## src/rtl/cpu_ctrl_pkg.sv

```systemverilog
// Shared types and encodings for the CPU controller: FSM states, ISA field codes,
// ALU / writeback select codes and the registered control-word bundle.
package cpu_ctrl_pkg;

  typedef enum logic [2:0] {
    S_WAIT,
    S_DECODE,
    S_WR_IMM,
    S_GET_A,
    S_GET_B,
    S_CALC,
    S_WR_REG,
    S_HALT
  } state_t;

  typedef enum logic [2:0] {
    K_MOV_IMM,
    K_MOV_REG,
    K_ADD,
    K_CMP,
    K_AND,
    K_MVN,
    K_UNDEF
  } kind_t;

  localparam logic [2:0] OPC_MOV = 3'b110;
  localparam logic [2:0] OPC_ALU = 3'b101;

  localparam logic [1:0] OP_MOV_REG = 2'b00;
  localparam logic [1:0] OP_MOV_IMM = 2'b10;
  localparam logic [1:0] OP_ADD     = 2'b00;
  localparam logic [1:0] OP_CMP     = 2'b01;
  localparam logic [1:0] OP_AND     = 2'b10;
  localparam logic [1:0] OP_MVN     = 2'b11;

  localparam logic [1:0] ALU_ADD = 2'b00;
  localparam logic [1:0] ALU_SUB = 2'b01;
  localparam logic [1:0] ALU_AND = 2'b10;
  localparam logic [1:0] ALU_MVN = 2'b11;

  localparam logic [1:0] WB_ALU = 2'b00;
  localparam logic [1:0] WB_PC  = 2'b01;
  localparam logic [1:0] WB_IMM = 2'b10;
  localparam logic [1:0] WB_MEM = 2'b11;

  typedef struct packed {
    logic       w;
    logic [2:0] r_addr;
    logic [2:0] w_addr;
    logic       w_en;
    logic       en_a;
    logic       en_b;
    logic [1:0] shift_op;
    logic       sel_a;
    logic       sel_b;
    logic [1:0] alu_op;
    logic       en_c;
    logic       en_status;
    logic [1:0] wb_sel;
  } ctrl_t;

  function automatic kind_t decode_kind(input logic [2:0] opcode, input logic [1:0] op);
    case ({opcode, op})
      {OPC_MOV, OP_MOV_IMM}: return K_MOV_IMM;
      {OPC_MOV, OP_MOV_REG}: return K_MOV_REG;
      {OPC_ALU, OP_ADD}:     return K_ADD;
      {OPC_ALU, OP_CMP}:     return K_CMP;
      {OPC_ALU, OP_AND}:     return K_AND;
      {OPC_ALU, OP_MVN}:     return K_MVN;
      default:               return K_UNDEF;
    endcase
  endfunction

endpackage

```

## src/rtl/cpu_controller_instr_decoder.sv

```systemverilog
// Combinational instruction field split plus the two sign-extended immediates.
// Field positions are fixed for a 16-bit instruction word.
module instr_decoder #(
  parameter int DATA_W = 16
) (
  input  logic [DATA_W-1:0] ir,
  output logic [2:0]        opcode,
  output logic [1:0]        op,
  output logic [2:0]        rn,
  output logic [2:0]        rd,
  output logic [1:0]        sh,
  output logic [2:0]        rm,
  output logic [DATA_W-1:0] sximm8,
  output logic [DATA_W-1:0] sximm5
);

  assign opcode = ir[15:13];
  assign op     = ir[12:11];
  assign rn     = ir[10:8];
  assign rd     = ir[7:5];
  assign sh     = ir[4:3];
  assign rm     = ir[2:0];

  assign sximm8 = {{(DATA_W-8){ir[7]}}, ir[7:0]};
  assign sximm5 = {{(DATA_W-5){ir[4]}}, ir[4:0]};

endmodule

```

## src/rtl/cpu_controller.sv

```systemverilog
// Instruction register and control FSM for the 16-bit datapath; all outputs registered.
// Optional feature: CPU_CTRL_ILLEGAL_TRAP_EN traps undefined encodings into HALT.
module cpu_controller
  import cpu_ctrl_pkg::*;
#(
  parameter int DATA_W = 16,
  parameter int REG_AW = 3
) (
  input  logic              clk,
  input  logic              rst_n,
  input  logic [DATA_W-1:0] in,
  input  logic              load,
  input  logic              s,
  output logic              w,
  output logic [REG_AW-1:0] r_addr,
  output logic [REG_AW-1:0] w_addr,
  output logic              w_en,
  output logic              en_A,
  output logic              en_B,
  output logic [1:0]        shift_op,
  output logic              sel_A,
  output logic              sel_B,
  output logic [1:0]        ALU_op,
  output logic              en_C,
  output logic              en_status,
  output logic [1:0]        wb_sel,
  output logic [DATA_W-1:0] sximm8,
  output logic [DATA_W-1:0] sximm5,
  output logic              illegal
);

  state_t            state_reg, state_next;
  logic [DATA_W-1:0] ir_reg, ir_next;
  logic              illegal_reg, illegal_next;
  ctrl_t             ctrl_reg, ctrl_next;
  logic [DATA_W-1:0] sximm8_reg, sximm5_reg;

  logic [2:0]        dec_opcode, dec_rn, dec_rd, dec_rm;
  logic [1:0]        dec_op, dec_sh;
  logic [DATA_W-1:0] dec_sximm8, dec_sximm5;
  kind_t             kind;

  // Decoding the next IR lets every output be registered yet line up with its state.
  instr_decoder #(.DATA_W(DATA_W)) u_decoder (
    .ir     (ir_next),
    .opcode (dec_opcode),
    .op     (dec_op),
    .rn     (dec_rn),
    .rd     (dec_rd),
    .sh     (dec_sh),
    .rm     (dec_rm),
    .sximm8 (dec_sximm8),
    .sximm5 (dec_sximm5)
  );

  assign kind = decode_kind(dec_opcode, dec_op);

  always_comb begin
    ir_next = ir_reg;
    if (state_reg == S_WAIT && load) begin
      ir_next = in;
    end
  end

  always_comb begin
    state_next   = state_reg;
    illegal_next = illegal_reg;
    case (state_reg)
      S_WAIT:   if (s) state_next = S_DECODE;
      S_DECODE: begin
        case (kind)
          K_MOV_IMM:           state_next = S_WR_IMM;
          K_MOV_REG, K_MVN:    state_next = S_GET_B;
          K_ADD, K_CMP, K_AND: state_next = S_GET_A;
          default: begin
`ifdef CPU_CTRL_ILLEGAL_TRAP_EN
            state_next   = S_HALT;
            illegal_next = 1'b1;
`else
            state_next   = S_WAIT;
`endif
          end
        endcase
      end
      S_WR_IMM: state_next = S_WAIT;
      S_GET_A:  state_next = S_GET_B;
      S_GET_B:  state_next = S_CALC;
      S_CALC:   state_next = (kind == K_CMP) ? S_WAIT : S_WR_REG;
      S_WR_REG: state_next = S_WAIT;
      S_HALT:   state_next = S_HALT;
      default:  state_next = S_WAIT;
    endcase
`ifndef CPU_CTRL_ILLEGAL_TRAP_EN
    illegal_next = 1'b0;
`endif
  end

  always_comb begin
    ctrl_next = '0;
    case (state_next)
      S_WAIT: ctrl_next.w = 1'b1;
      S_WR_IMM: begin
        ctrl_next.w_en   = 1'b1;
        ctrl_next.w_addr = dec_rn;
        ctrl_next.wb_sel = WB_IMM;
      end
      S_GET_A: begin
        ctrl_next.r_addr = dec_rn;
        ctrl_next.en_a   = 1'b1;
      end
      S_GET_B: begin
        ctrl_next.r_addr = dec_rm;
        ctrl_next.en_b   = 1'b1;
      end
      S_CALC, S_WR_REG: begin
        ctrl_next.en_c     = 1'b1;
        ctrl_next.shift_op = dec_sh;
        // MOV reg passes B through as 0 + B; the ALU-class op field already equals the ALU code.
        ctrl_next.sel_a    = (kind == K_MOV_REG);
        ctrl_next.alu_op   = (kind == K_MOV_REG) ? ALU_ADD : dec_op;
        if (state_next == S_CALC) begin
          ctrl_next.en_status = (kind == K_CMP);
        end else begin
          ctrl_next.w_en   = 1'b1;
          ctrl_next.w_addr = dec_rd;
          ctrl_next.wb_sel = WB_ALU;
        end
      end
      default: ctrl_next = '0;
    endcase
  end

  always_ff @(posedge clk) begin
    if (!rst_n) begin
      state_reg   <= S_WAIT;
      ir_reg      <= '0;
      illegal_reg <= 1'b0;
      ctrl_reg    <= '0;
      ctrl_reg.w  <= 1'b1;
      sximm8_reg  <= '0;
      sximm5_reg  <= '0;
    end else begin
      state_reg   <= state_next;
      ir_reg      <= ir_next;
      illegal_reg <= illegal_next;
      ctrl_reg    <= ctrl_next;
      sximm8_reg  <= dec_sximm8;
      sximm5_reg  <= dec_sximm5;
    end
  end

  assign w         = ctrl_reg.w;
  assign r_addr    = ctrl_reg.r_addr;
  assign w_addr    = ctrl_reg.w_addr;
  assign w_en      = ctrl_reg.w_en;
  assign en_A      = ctrl_reg.en_a;
  assign en_B      = ctrl_reg.en_b;
  assign shift_op  = ctrl_reg.shift_op;
  assign sel_A     = ctrl_reg.sel_a;
  assign sel_B     = ctrl_reg.sel_b;
  assign ALU_op    = ctrl_reg.alu_op;
  assign en_C      = ctrl_reg.en_c;
  assign en_status = ctrl_reg.en_status;
  assign wb_sel    = ctrl_reg.wb_sel;
  assign sximm8    = sximm8_reg;
  assign sximm5    = sximm5_reg;
  assign illegal   = illegal_reg;

endmodule

```

## config.mk

```make
export PLATFORM = sky130hd
export DESIGN_NAME = cpu_controller
export DESIGN_NICKNAME = d
export VERILOG_FILES = /design/src/rtl/cpu_ctrl_pkg.sv /design/src/rtl/cpu_controller_instr_decoder.sv /design/src/rtl/cpu_controller.sv
export SDC_FILE = /design/constraint.sdc
export NUM_CORES = 1
export LEC_CHECK = 0
export CORE_UTILIZATION = 53
export CTS_CLUSTER_DIAMETER = 40
export DETAILED_ROUTE_END_ITERATION = 8
export PLACE_DENSITY_LB_ADDON = 0.25
export SLEW_MARGIN = 20
export SYNTH_ARGS = -nofsm -noshare
export SYNTH_HDL_FRONTEND = slang
export SYNTH_HIERARCHICAL = 1
export SYNTH_SLANG_ARGS = --single-unit
```

## constraint.sdc

```tcl
create_clock -name clk -period 5.4 [get_ports clk]
set_input_delay 1.08 -clock clk [delete_from_list [all_inputs] [get_ports clk]]
set_output_delay 1.08 -clock clk [all_outputs]
set_load 0.005 [all_outputs]
```

# After elaboration in Yosys (flattened, before gate mapping)
# Cells that the tools add are included.
dict set report word_totals {
  regBits 52
  output_inout_bits 53
  word_cells 68
}
dict set report op_classes {
  n_eq_ne 23
  n_mux 15
  bitwise_logic 2
  reduce_logical 11
}
# op count
set op_table {}
lappend op_table {{5-bit equality test (second input constant)} 6}
lappend op_table {{3-bit equality test (second input constant)} 9}
lappend op_table {{3-bit one-hot mux with 7 select lines} 1}
lappend op_table {{3-bit by 2-bit equality test with 1-bit output (second input constant)} 6}
lappend op_table {{3-bit one-hot mux with 6 select lines} 1}
lappend op_table {{16-bit two-way mux} 1}
lappend op_table {{3-bit zero test} 3}
lappend op_table {{3-bit one-hot mux with 3 select lines} 1}
lappend op_table {{4-bit one-hot mux with 2 select lines} 1}
lappend op_table {{3-bit by 1-bit equality test with 1-bit output (second input constant)} 2}
lappend op_table {{3-bit two-way mux} 2}
lappend op_table {{3-bit one-hot mux with 2 select lines} 1}
lappend op_table {{2-bit OR reduction} 3}
lappend op_table {{3-bit OR reduction} 2}
lappend op_table {{1-bit two-way mux} 4}
lappend op_table {{2-bit two-way mux} 2}
lappend op_table {{4-bit two-way mux} 1}
lappend op_table {{3-bit AND reduction} 1}
lappend op_table {{1-bit NOT} 2}
lappend op_table {{2-bit AND reduction} 1}
lappend op_table {{1-bit logical AND} 1}

# Longest topological paths before layout
# Gate-level depths: netlist of the first run.
dict set report logic_depth {
  word_depth 13
  ltp_mapped 9
}

# Cells and area by module
# The synthesis of the first run kept the hierarchy.
# mod n_inst cells_per_inst area_per_inst_um2 seq_area_each_um2
set by_module_without_submodules {}
lappend by_module_without_submodules {cpu_controller 1 208 2423.6 1381.3}
lappend by_module_without_submodules {instr_decoder 1 48 360.3 0.0}

# Worst setup path before layout of the first run
# No wires, ideal clock.
dict set report synth_timing {
  path_kind {input -> register}
  startpoint {in load}
  endpoint {reg ctrl_reg (netlist bit r_addr[0])}
  setup_ns 0.060
  t_arrival_ns 3.084
  required_ns 5.340
  setup_slack_ns 2.257
  cell_stages 8
  n_path_buf 2
  path_cell_list {nor3b_4 -> buf_8 -> mux2_4 -> buf_4 -> nor4b_2 -> o21ai_2 -> a2111oi_4 -> a22o_1}
}
dict set report synth_via {
  elab_chain_cells 10
}
# element line
set synth_lines {}
lappend synth_lines {{start: declaration} cpu_controller.sv:12} ;# input logic load,
lappend synth_lines {{1-bit logical AND *} cpu_controller.sv:60} ;# if (state_reg == S_WAIT && load) begin
lappend synth_lines {{16-bit two-way mux *} cpu_controller.sv:60}
lappend synth_lines {{via ir_next[12]} cpu_controller.sv:33} ;# logic [DATA_W-1:0] ir_reg, ir_next;
lappend synth_lines {{5-bit equality test} cpu_ctrl_pkg.sv:63} ;# case ({opcode, op})
lappend synth_lines {{3-bit one-hot mux with 6 select lines *} cpu_ctrl_pkg.sv:63}
lappend synth_lines {{3-bit by 2-bit equality test with 1-bit output, or another cell as far along} {cpu_controller.sv:71, cpu_controller.sv:88}}
lappend synth_lines {{3-bit OR reduction / 2-bit OR reduction (equally long branches)} cpu_controller.sv:71} ;# case (kind)
lappend synth_lines {{3-bit one-hot mux with 3 select lines} cpu_controller.sv:71}
lappend synth_lines {{3-bit one-hot mux with 7 select lines *} cpu_controller.sv:68} ;# case (state_reg)
lappend synth_lines {{3-bit equality test / 3-bit by 2-bit equality test with 1-bit output (equally long branches)} cpu_controller.sv:100} ;# case (state_next)
lappend synth_lines {{3-bit one-hot mux with 2 select lines *} cpu_controller.sv:100}
lappend synth_lines {{end signal: assignment} cpu_controller.sv:146} ;# ctrl_reg <= ctrl_next;
lappend synth_lines {{end: declaration} cpu_controller.sv:35} ;# ctrl_t ctrl_reg, ctrl_next;
# The timed path passes the listed nets; every way through them passes the cells marked *.
# A chain may end at the register's enable or synchronous reset.

# Worst setup path after layout of the first run
dict set report layout_timing {
  startpoint {in load}
  endpoint {reg ctrl_reg (netlist bit r_addr[2])}
}
# Same word-level chain as after synthesis.

==> results of run 1 <==
cell families (layout without fill, tap and decap cells):
logic type	count (synthesis)	after routing	synth area share, %
AND/OR/NAND/NOR	83	83	19.19
flip-flops	69	69	49.62
buffers and inverters	64	89	16.00
AO/OA/AOI/OAI	23	23	7.237
multiplexers	16	16	7.820
other	1	3	0.1347
worst max-delay path by stage:
stage               from         to  slack (ns)  cells past startpoint
global route        load          w        1.92                      8
detailed placement  load  r_addr[2]        1.79                      8
CTS                 load  r_addr[2]        2.13                      8
floorplan           load  r_addr[0]        2.26                      8
global placement    load  r_addr[2]        1.86                      8
finish              load  r_addr[2]        2.13                      8
critical path, cell delays in order:
cell and delay (ns):
clkdlybuf4s50_1 0.45, nor3b_4 0.16, buf_4 0.31, mux2_4 0.37, nor4b_2 0.35, o21ai_2 0.18
a2111oi_4 0.45, a22o_1 0.19
stage by stage:
stage	cell area (um^2)	power, uW	instances	utilization [%]
2_1_floorplan	2791	679.6	258	-
3_3_place_gp	3154	688.1	339	62.15
3_5_place_dp	3154	691.2	339	62.15
4_1_cts	3332	1075	353	65.66
5_1_grt	3332	1112	353	65.66
6_report	3332	1065	353	65.66
per-layer routing:
metal	up-vias	wire length [um]	global-route usage (%)
met5	-	0	0
met4	0	72	7.757
met3	7	233	6.911
met2	51	2387	31.63
met1	790	2261	23.90
li1	842	-	-
cells in the final DEF (no fill, tap or decap), types with 2 or more instances in the layout:
master / Yosys / final
dfxtp_1: 69 / 69
clkdlybuf4s50_1: 0 / 69
and2_1: 54 / 54
mux2_4: 10 / 10
clkbuf_8: 0 / 9
mux2_2: 6 / 6
a21oi_1: 5 / 5
inv_1: 4 / 4
nand2_1: 4 / 4
nor2_1: 4 / 4
nand3_1: 3 / 3
a22o_1: 3 / 3
nand4_1: 3 / 3
conb_1: 1 / 3
clkinv_2: 0 / 3
nand2b_1: 2 / 2
o21ai_0: 2 / 2
o2111a_1: 2 / 2
nor3_1: 2 / 2
buf_4: 51 / 2
final cells by class:
type / instances / area [um^2] / area share, %
sequential: 69 / 1381 / 41.46
multi-input combinational: 125 / 964.7 / 28.95
timing repair buffer: 71 / 705.7 / 21.18
clock buffer: 9 / 123.9 / 3.718
tap: 70 / 87.58 / 2.629
clock inverter: 5 / 53.80 / 1.615
inverter: 4 / 15.01 / 0.4506
power groups by stage:
stage	Sequential (uW)	Clock, uW	Combinational (uW)
floorplan	556	0	124
global placement	555	0	133
detailed placement	556	0	135
CTS	545	394	136
global route	547	417	148
finish	544	386	135
==> flow_summary.toml, run 1 <==
[die]
start_util_pct = 54.86
core_area_mm2 = 0.005075
die_w_um = 74.48
rows = 26
die_h_um = 74.48
die_area_mm2 = 0.005547
num_io_pins = 73

[critical_path]
cp.required_ns = 5.67
start_kind = "primary input"
worstReg2RegEnd = "r_addr[2]"
end_kind = "flop"
ff2ff_path_depth = 8
r2r_start = "state_reg[0]"
crit_arrival_ns = 3.54
crit_fanout = 16
path_class = "in2reg"
rrSetupSlack_ns = 2.56

[routing]
first_iter_violations = 84
drc_errors = 0
first_pass_iters = 4
drt_wl_total_um = 4955
via_per_inst = 4.788
vias = 1690
wl_per_cell_um = 14.04
antenna_left = 0

[clock_network]
numCtsBuffers = 9
clock_sinks = 69
h-tree-depth = 3
clock_latency_ns = 0.33
cts_buffer_depth = 2
ctsHoldBuffers = 0
cts_tree = "built"
cts_resized = 0
path_clk_slew_ns = 0.07
cts-root-buf = "clkbuf_8"
post_cts_buffers = 0

[global_route]
grt_pass1_vias = 1605
grt_usage_pct = 19.59
overflow = 0
grt_max_degree = 28
antenna_found_initial = 0
grt_pass1_wl_um = 7714

[power]
switchingPower_uw = 243.5
p_per_area_mw_per_mm2 = 319.7
p_clk_share_pct = 36.2
swShare_pct = 22.86
combPwrFrac_pct = 12.7
p_leak_uw = 0.001289
p_seq_share_pct = 51.1
vdd_drop_max_uv = 246.2
internal_power_uw = 821.8

[sta]
setup_viol = 0
worst_pin_slew_ns = 0.7805
final.min_clock_period_ns = 3.265
hold_violations = 0
fin_crit_sh_pct = 60.47
fmax_mhz = 306.2
setup_ws_ns = 2.135
rsz0062_at_grt = "false"
report.final.slew_viol_count = 0
max-slew-margin-rel_pct = 47.80
clock_skew_ns = 0.008430
whs_ns = 0.5991
tns_ns = 0

[synthesis]
yosys-top-cells-count = "dfxtp_1, and2_1, buf_4, mux2_4"
syn_area_per_cell_um2 = 10.87
synth_area_leaders = "dfxtp_1, buf_4, and2_1, mux2_4, mux2_2"
netlist_instances = 256
synth_flop_cell = "dfxtp_1"
synth.cell_area_mm2 = 0.002784
yosysUniqueCellTypes = 42
synth_top_area_share_pct = 49.62
synth_top_area_cell = "dfxtp_1"
synth_most_common_cell = "dfxtp_1"
yosysSeqAreaShare_pct = 49.62
ys_ff_latch = 69
synth_edf_count = 0
synthArstFlopShare_pct = 0
ys_warn_count = 6

[run_status]
status = "complete, no violations"

[worst_hold_path]
hold_path.class = "reg2reg"
hold-path-endpoint = "r_addr[1]"
min_from = "ir_reg[1]"
whs_path_depth = 2

[placement]
hpwl_um = 3502
place_congestion = 0.8490
post-place-ws_ns = 1.786
io_buffer_count = 69

[cells_and_area]
n_antenna_cell = 0
final_nets = 300
area_delta_synth_final_pct = 19.69
drive_gt1_share_pct = 14.13
n_fill_cell = 428

[job]
max_cap_violations = 0
Power figures use the tool's default switching activity.
==> run 2: changes to the inputs <==
--- a/config.mk
+++ b/config.mk
@@ -5,7 +5,7 @@
 export SDC_FILE = /design/constraint.sdc
 export NUM_CORES = 1
 export LEC_CHECK = 0
-export CORE_UTILIZATION = 53
+export CORE_UTILIZATION = 49
 export CTS_CLUSTER_DIAMETER = 40
 export DETAILED_ROUTE_END_ITERATION = 8
 export PLACE_DENSITY_LB_ADDON = 0.25
==> constraint.sdc (replaced) <==
create_clock -name clk -period 3.05 [get_ports clk]
set_input_delay 0.61 -clock clk [delete_from_list [all_inputs] [get_ports clk]]
set_output_delay 0.61 -clock clk [all_outputs]
set_load 0.005 [all_outputs]
==> flow_summary.toml, run 2 (same netlist as run 1, synthesis figures left out) <==
[run_status]
status = "finished, violations left"
violations = "design-rule violations"

[clock_network]
clock_sinks = 69
clock_latency_ns = 0.33
path_clk_slew_ns = 0.07
post_cts_buffers = 0
h-tree-depth = 3
ctsHoldBuffers = 0
cts_tree = "built"
numCtsBuffers = 9
cts-root-buf = "clkbuf_8"
cts_resized = 0
cts_buffer_depth = 2

[routing]
wl_met1_um = 2233
wl_per_cell_um = 12.98
vias = 1744
antenna_left = 0
via_per_inst = 4.804
highest_layer = "met4"
wl_met2_um = 2054
first_pass_iters = 7
drc_errors = 2
first_iter_violations = 116
dr_wl_met3_um = 295
drt_wl_total_um = 4712

[sta]
final.min_clock_period_ns = 2.714
whs_ns = 0.5860
clock_skew_ns = 0.007758
fmax_mhz = 368.5
tns_ns = 0
hold_violations = 0
rsz0062_at_grt = "false"
fin_crit_sh_pct = 88.97
report.final.slew_viol_count = 0
setup_viol = 0

[die]
num_io_pins = 73
rows = 27
start_util_pct = 50.56
die_w_um = 77.38
core_area_mm2 = 0.005507
die_area_mm2 = 0.005987
die_h_um = 77.38

[cells_and_area]
n_fill_cell = 450
n_antenna_cell = 0
drive_gt1_share_pct = 16.15
final_nets = 306
final_cell_mix = "dfxtp_1, clkdlybuf4s50_1, and2_1"
layoutNonFillerInstCount = 363
fin_util_pct = 62.64
area_delta_synth_final_pct = 23.91

[critical_path]
start_kind = "primary input"
cpPeakStageDelay_ns = 0.45
crit_arrival_ns = 2.93
crit_fanout = 7
cp.required_ns = 3.26
ff2ff_path_depth = 8
path_class = "in2reg"
end_kind = "flop"
worstPathCellList = "clkdlybuf4s50_1, nor3b_4, buf_4, mux2_4, nand3b_1, o311ai_1, nand3_1, o41ai_1"
slowest_stage = "clkdlybuf4s50_1"

[power]
swShare_pct = 21.07
switchingPower_uw = 444.0
combPwrFrac_pct = 11.6
p_seq_share_pct = 45.6
internal_power_uw = 1663
vdd_drop_max_uv = 342.3
p_clk_share_pct = 42.8
p_per_area_mw_per_mm2 = 610.8
p_leak_uw = 0.001345

[global_route]
grt_usage_pct = 16.75
grt_pass1_wl_um = 7714
overflow = 0
grt_max_degree = 40
grt_pass1_vias = 1611
antenna_found_initial = 0

[placement]
io_buffer_count = 69
hpwl_um = 3268
place_congestion = 0.8617
post-place-cells = 347

[worst_hold_path]
hold_path.class = "reg2reg"
whs_path_depth = 2

[job]
max_cap_violations = 0
run 2: changes by cell type in the layout (fill, tap and decap cells not counted), sizes merged:
cell      previous run  this run
clkinvlp             0         1
bufinv               1         3
buf                  2         8
inv                  4         5
clkinv               4         0
clkbuf               9        11
run 2: critical path: cells and delay by family:
kind / cells / cell delay (ns)
AND/OR/NAND/NOR: 3 / 0.57
buffers and inverters: 2 / 0.64
multiplexers: 1 / 0.33
AO/OA/AOI/OAI: 2 / 0.78
run 2: area by class of cell:
cell class | instances | area [um^2] | share of cell area [%]
clock inverter | 5 | 106.4 | 3.083
multi-input combinational | 125 | 964.7 | 27.97
clock buffer | 11 | 141.4 | 4.099
sequential | 69 | 1381 | 40.04
inverter | 4 | 15.01 | 0.4353
tap | 72 | 90.09 | 2.612
timing repair buffer | 77 | 750.7 | 21.76
run 2: stage by stage:
stage | instance area (um^2) | total power, uW | worst slack (ns)
floorplan | 2791 | 1203 | 0.3738
global placement | 3202 | 1225 | 0.1220
detailed placement | 3202 | 1226 | 0.04317
CTS | 3450 | 2126 | 0.3691
global route | 3450 | 2188 | 0.2245
finish | 3450 | 2107 | 0.3365
run 2: path summary, 6_finish.rpt:
path | startpoint | endpoint | slack, ns
min | ir_reg[3] | shift_op[0] | 0.59
max | load | w | 0.34
max reg2reg | state_reg[1] | w | 0.38
min reg2reg | ir_reg[3] | shift_op[0] | 0.59
run 2: power by group through the flow:
| stage | clock, uW | sequential, uW | combinational [uW] |
|---|---|---|---|
| global placement | 0 | 981 | 243 |
| floorplan | 0 | 984 | 219 |
| detailed placement | 0 | 982 | 245 |
| finish | 901 | 960 | 245 |
| CTS | 917 | 961 | 248 |
| global route | 957 | 965 | 266 |
run 2: layer usage:
metal  global-route usage, %  vias to the layer above
met2                   25.40                       72
met3                   4.118                       14
met4                   9.623                        0
li1                        -                      855
met5                       0                        -
met1                   21.64                      803
==> RTL edit 1 (config.mk and constraints of run 2) <==
Register the outputs `en_A`, `en_B`, `sel_A`, `sel_B`, `ALU_op` and `en_C`, with the module's reset; this adds one clock of latency there. The other outputs are not delayed to match.
--- a/src/rtl/cpu_controller.sv
+++ b/src/rtl/cpu_controller.sv
@@ -154,11 +154,22 @@
   assign w_addr    = ctrl_reg.w_addr;
   assign w_en      = ctrl_reg.w_en;
-  assign en_A      = ctrl_reg.en_a;
-  assign en_B      = ctrl_reg.en_b;
   assign shift_op  = ctrl_reg.shift_op;
-  assign sel_A     = ctrl_reg.sel_a;
-  assign sel_B     = ctrl_reg.sel_b;
-  assign ALU_op    = ctrl_reg.alu_op;
-  assign en_C      = ctrl_reg.en_c;
+  always_ff @(posedge clk) begin
+    if (!rst_n) begin
+      en_A   <= '0;
+      en_B   <= '0;
+      sel_A  <= '0;
+      sel_B  <= '0;
+      ALU_op <= '0;
+      en_C   <= '0;
+    end else begin
+      en_A   <= ctrl_reg.en_a;
+      en_B   <= ctrl_reg.en_b;
+      sel_A  <= ctrl_reg.sel_a;
+      sel_B  <= ctrl_reg.sel_b;
+      ALU_op <= ctrl_reg.alu_op;
+      en_C   <= ctrl_reg.en_c;
+    end
+  end
   assign en_status = ctrl_reg.en_status;
   assign wb_sel    = ctrl_reg.wb_sel;
Check against the original RTL: not equivalent (a bounded check fails within 4 cycles, from zero or initial values and one cycle with rst_n low).
==> RTL edit 1 against run 2 <==
Synthesized area increased by 5.6%; non-clock buffer count increased by 7; combinational power decreased by 2%; sequential cell count increased by 6; wire length increased by 1.7%; synthesized cell count increased by 4.7%; worst setup slack got worse by 0.18 ns; total power increased by 3.6%; sequential share of layout area increased by 1.6 points; final area increased by 4.6%; critical path type unchanged.
==> RTL edit 1: results (changes against run 2) <==
| Metric | Value |
|---|---|
| Largest net degree at the start of global routing | `25 (was 40)` |
| # fillers | `440 (was 450)` |
| Clock root cell | `clkbuf_8 (unchanged)` |
| Most frequent cells after synthesis | `dfxtp_1, buf_4, and2_1 (was dfxtp_1, and2_1, buf_4)` |
| Final #Nets | `316 (was 306)` |
| Post-CTS setup repair buffer count | `0 (unchanged)` |
| Worst VDD drop | `0.354 mV (was 0.342 mV)` |
| Port bufs | `69 (unchanged)` |
| Crit-path max FO | `8 (was 7)` |
| Slowest-stage cell, CP | `clkdlybuf4s50_1 (unchanged)` |
| Vias per inst | `4.59 (was 4.80)` |
| DRT iter0 DRCs | `68 (was 116)` |
| Static Leak | `1.43 nW (was 1.34 nW)` |
| Final hold viol count | `0 (unchanged)` |
| First-pass GRT wire length | `7570 um (was 7710 um)` |
| Yosys warns | `6 (unchanged)` |
| Post-synthesis sequential area ratio | `51.1% (was 49.6%)` |
| Ys async rst share | `0% (unchanged)` |
| CTS max path bufs | `2 (unchanged)` |
| ANT cells | `0 (unchanged)` |
| Antenna violations before repair | `0 (unchanged)` |
| DRT Pass-1 Iters | `4 (was 7)` |
| Clock transition at path regs | `0.08 ns` |
| Slew HR | `roughly 65%` |
| WL/cell | `12.8 um (was 13.0 um)` |
| Worst Hold Class | `reg2reg (unchanged)` |
| Detailed placement HPWL | `3410 um (was 3270 um)` |
| Worst-Skew Late Latency | `about 0.34 ns` |
| Worst EP arrival | `3.11 ns (was 2.93 ns)` |
| Status | `completed (was finished with violations)` |
| Slowest stage delay, CP | `~0.46 ns` |
| Number of global-route vias before repair | `1620 (was 1611)` |
| Clock skew | `0.00472 ns (was 0.00776 ns)` |
| GRT Total Usage | `16.5% (was 16.7%)` |
| Top cells by area, synth | `dfxtp_1, buf_4, and2_1, mux2_1, mux2_2 (was dfxtp_1, buf_4, and2_1, mux2_4, mux2_2)` |
| FF+latch count, synth | `75 (was 69)` |
| Synth unique cells | `36 (was 42)` |
| CP top delay family | `buffers and inverters (was compound AO/OA/AOI/OAI gates)` |
| Htree depth | `3 (unchanged)` |
| Layout cells sized above 1 | `16.6% (was 16.2%)` |
| Final GP Congestion | `0.943 (was 0.862)` |
| Clock buffer count from CTS | `9 (unchanged)` |
[RTL edit 1: area by class of cell]
cell class	instances	area, sq um	area share [%]
repair buffers	84	803	22.3
well taps	72	90.1	2.50
multi-input cells	122	958	26.6
inverters	4	15.0	0.416
clock buffers	9	124	3.43
flip-flops and latches	75	1500	41.6
clock inverters	7	116	3.22
[RTL edit 1: worst paths after layout]
path | start | to | slack (ns) | cells after the start
worst max-delay path | load | ctrl_reg[4] | 0.16 | 9
worst min-delay path | ctrl_reg[11] | en_A | 0.44 | 1
worst max register to register | state_reg[0] | ctrl_reg[4] | 0.36 | 8
worst min register to register | ctrl_reg[11] | en_A | 0.44 | 1
[RTL edit 1: through the flow]
stage	cell area, sq um	cells	worst slack [ns]	power [W]
after global routing	3610	373	0.0415	0.00227
final	3610	373	0.161	0.00218
after floorplan	2950	270	0.132	0.00127
after global placement	3350	357	-0.157	0.00130
after CTS	3590	373	0.136	0.00221
after detailed placement	3350	357	-0.236	0.00130
[RTL edit 1: cell families after synthesis]
| kind of cell | after synthesis | share of synthesized area [%] |
|---|---|---|
| mux | 17 | 6.47 |
| xor+xnor | 2 | 0.852 |
| compound gates | 14 | 4.60 |
| buf+inv | 73 | 17.2 |
| simple gates | 86 | 19.7 |
| flops | 75 | 51.1 |
| other cells | 1 | 0.128 |
[RTL edit 1: routing by layer]
layer	GRT usage, %	wire length, um
met4	9.64	104
met2	24.8	2190
met1	19.6	2220
met3	6.63	278
met5	0	0
[RTL edit 1: what timing repair did]
action | 4_1_cts | 5_1_grt
endpoints found under the setup margin | 0 | 5
endpoints found under the hold margin | 0 | 0
resized for setup | 0 | 4
[RTL edit 1: power by group]
group	total (W)	switching (W)	internal (W)
clock	0.000905	0.000363	0.000542
sequential	0.00104	0.0000137	0.00103
combinational	0.000239	0.0000965	0.000142
total	0.00218	0.000474	0.00171
[RTL edit 1: worst reg2reg max path: stages (launching register included)]
cell and delay (ns):
dfxtp_1 0.42, nor4b_4 0.28, buf_4 0.19, mux2_2 0.40
nand3b_1 0.24, o311a_1 0.36, a31oi_4 0.25, xor2_2 0.31
nor3b_1 0.12
==> RTL edit 2 (flow settings as in run 2) <==
Without the edit above. `DATA_W` is set to 16 in 2 places; all go to 32.
--- a/src/rtl/cpu_controller_instr_decoder.sv
+++ b/src/rtl/cpu_controller_instr_decoder.sv
@@ -2,5 +2,5 @@
 // Field positions are fixed for a 16-bit instruction word.
 module instr_decoder #(
-  parameter int DATA_W = 16
+  parameter int DATA_W = 32
 ) (
   input  logic [DATA_W-1:0] ir,
--- a/src/rtl/cpu_controller.sv
+++ b/src/rtl/cpu_controller.sv
@@ -4,5 +4,5 @@
   import cpu_ctrl_pkg::*;
 #(
-  parameter int DATA_W = 16,
+  parameter int DATA_W = 32,
   parameter int REG_AW = 3
 ) (
Interface: changed (resized in, sximm5 and sximm8); port bits go from 73 to 121. The function was not compared with the original's and may differ.
==> RTL edit 2 against run 2 <==
Largest power group unchanged; register-to-register slack better by 0.06 ns; highest routed layer unchanged; sequential power rose by 47%; final area grew 34%; worst setup slack better by 0.081 ns; cell count grew 36%; synthesized area up 40%; sequential cell count up 32; total power rose by 21%; wire length grew 26%; critical path type unchanged; hold slack better by 0.0098 ns.
==> RTL edit 2: results (changes against run 2) <==
| Metric | Value |
|---|---|
| Remaining global-route overflow | `0 (unchanged)` |
| Min Hold Slack | `0.596 ns (was 0.586 ns)` |
| Worst VDD drop | `0.244 mV (was 0.342 mV)` |
| CTS resizes | `0 (unchanged)` |
| Layout cells sized above 1 | `12.8% (was 16.2%)` |
| Sequential Power Share | `55.4% (was 45.6%)` |
| Met3 wire len | `343 um (was 295 um)` |
| Reg2reg path depth | `9 (was 8)` |
| Yosys warns | `6 (unchanged)` |
| Sw frac | `23.9% (was 21.1%)` |
| Clock transition at path regs | `0.10 ns (was 0.07 ns)` |
| Static Leak | `1.82 nW (was 1.34 nW)` |
| Hold EP | `sximm8[5] (was shift_op[0])` |
| Clock root cell | `clkbuf_8 (unchanged)` |
| Number of global-route vias before repair | `2103 (was 1611)` |
| ANT cells | `0 (unchanged)` |
| Antenna violations before repair | `0 (unchanged)` |
| CTS max path bufs | `2 (unchanged)` |
| Uppermost layer routed | `met4 (unchanged)` |
| Origin of the critical flop-to-flop path | `state_reg[1] (unchanged)` |
| Status | `completed (was finished with violations)` |
| Clock-net power | `0.000798 W (was 0.000901 W)` |
| Final #Nets | `421 (was 306)` |
| Post-CTS setup repair buffer count | `0 (unchanged)` |
| WL/cell | `12.1 um (was 13.0 um)` |
| Clock skew | `0.00803 ns (was 0.00776 ns)` |
| DRT Pass-1 Iters | `4 (was 7)` |
| Final GP Congestion | `0.778 (was 0.862)` |
| Hold Path Depth | `2 (unchanged)` |
| GRT Total Usage | `15.6% (was 16.7%)` |
| DRT iter0 DRCs | `69 (was 116)` |
| Detailed placement HPWL | `4170 um (was 3270 um)` |
| DRT met1 WL | `2540 um (was 2230 um)` |
| Worst-Skew Late Latency | `0.36 ns (was 0.33 ns)` |
| Crit-path max FO | `6 (was 7)` |
| Seq pwr | `0.00141 W (was 0.000960 W)` |
| First-pass GRT wire length | `10000 um (was 7710 um)` |
| Largest net degree at the start of global routing | `50 (was 40)` |
| Clock buffer count from CTS | `9 (unchanged)` |
| Setup slack, reg-to-reg | `0.44 ns (was 0.38 ns)` |
| R2r endpoint | `en_status (was w)` |
| Hold path startpoint | `ir_reg[5] (was ir_reg[3])` |
| Port bufs | `101 (was 69)` |
| Worst-margin pin slew | `between 0.6 and 0.7 ns` |
| Htree depth | `3 (unchanged)` |
| Metal2 WL | `2860 um (was 2050 um)` |
| Worst Hold Class | `reg2reg (unchanged)` |
| Vias | `2237 (was 1744)` |
-- RTL edit 2: cell types whose count changed in the layout (fill, tap and decap cells not counted), moves of 3 or more --
cell	delta
and2_1	+33
dfxtp_1	+32
clkdlybuf4s50_1	+31
mux2_2	-6
mux2_4	+6
buf_4	+4
a21boi_0	+3
bufinv_16	-3
-- RTL edit 2: worst max path at each step --
| stage | endpoint | cells past startpoint | start |
|---|---|---|---|
| after CTS | en_status | 9 | load |
| after floorplan | wb_sel[1] | 10 | state_reg[0] |
| after global placement | wb_sel[1] | 8 | load |
| final | en_status | 9 | load |
| after global routing | wb_sel[1] | 9 | load |
| after detailed placement | en_status | 9 | load |
-- RTL edit 2: cell type report --
type | count | area [sq um]
clock inverters | 6 | 51.3
well taps | 102 | 128
repair buffers | 113 | 1100
clock buffers | 10 | 138
fillers | 674 | 3120
inverters | 2 | 7.51
flip-flops and latches | 101 | 2020
multi-input cells | 158 | 1170
-- RTL edit 2: metrics by stage --
step / cells / cell area [sq um] / worst slack (ns)
after detailed placement: 476 / 4420 / 0.0406
after floorplan: 360 / 3910 / 0.390
after global routing: 492 / 4610 / 0.254
after CTS: 492 / 4610 / 0.430
final: 492 / 4610 / 0.418
after global placement: 476 / 4420 / 0.0749
-- RTL edit 2: critical path, stage by stage --
cell	delay, ns
clkdlybuf4s50_1	0.45
nor3b_4	0.16
buf_4	0.19
mux2_4	0.33
nand3b_1	0.20
buf_4	0.16
o311a_1	0.34
a21oi_1	0.26
and4_1	0.24
-- RTL edit 2: metal layers --
metal | up-vias | GRT usage (%)
met5 | - | 0
li1 | 1113 | -
met3 | 18 | 3.85
met1 | 1026 | 18.1
met2 | 80 | 25.6
met4 | 0 | 9.79
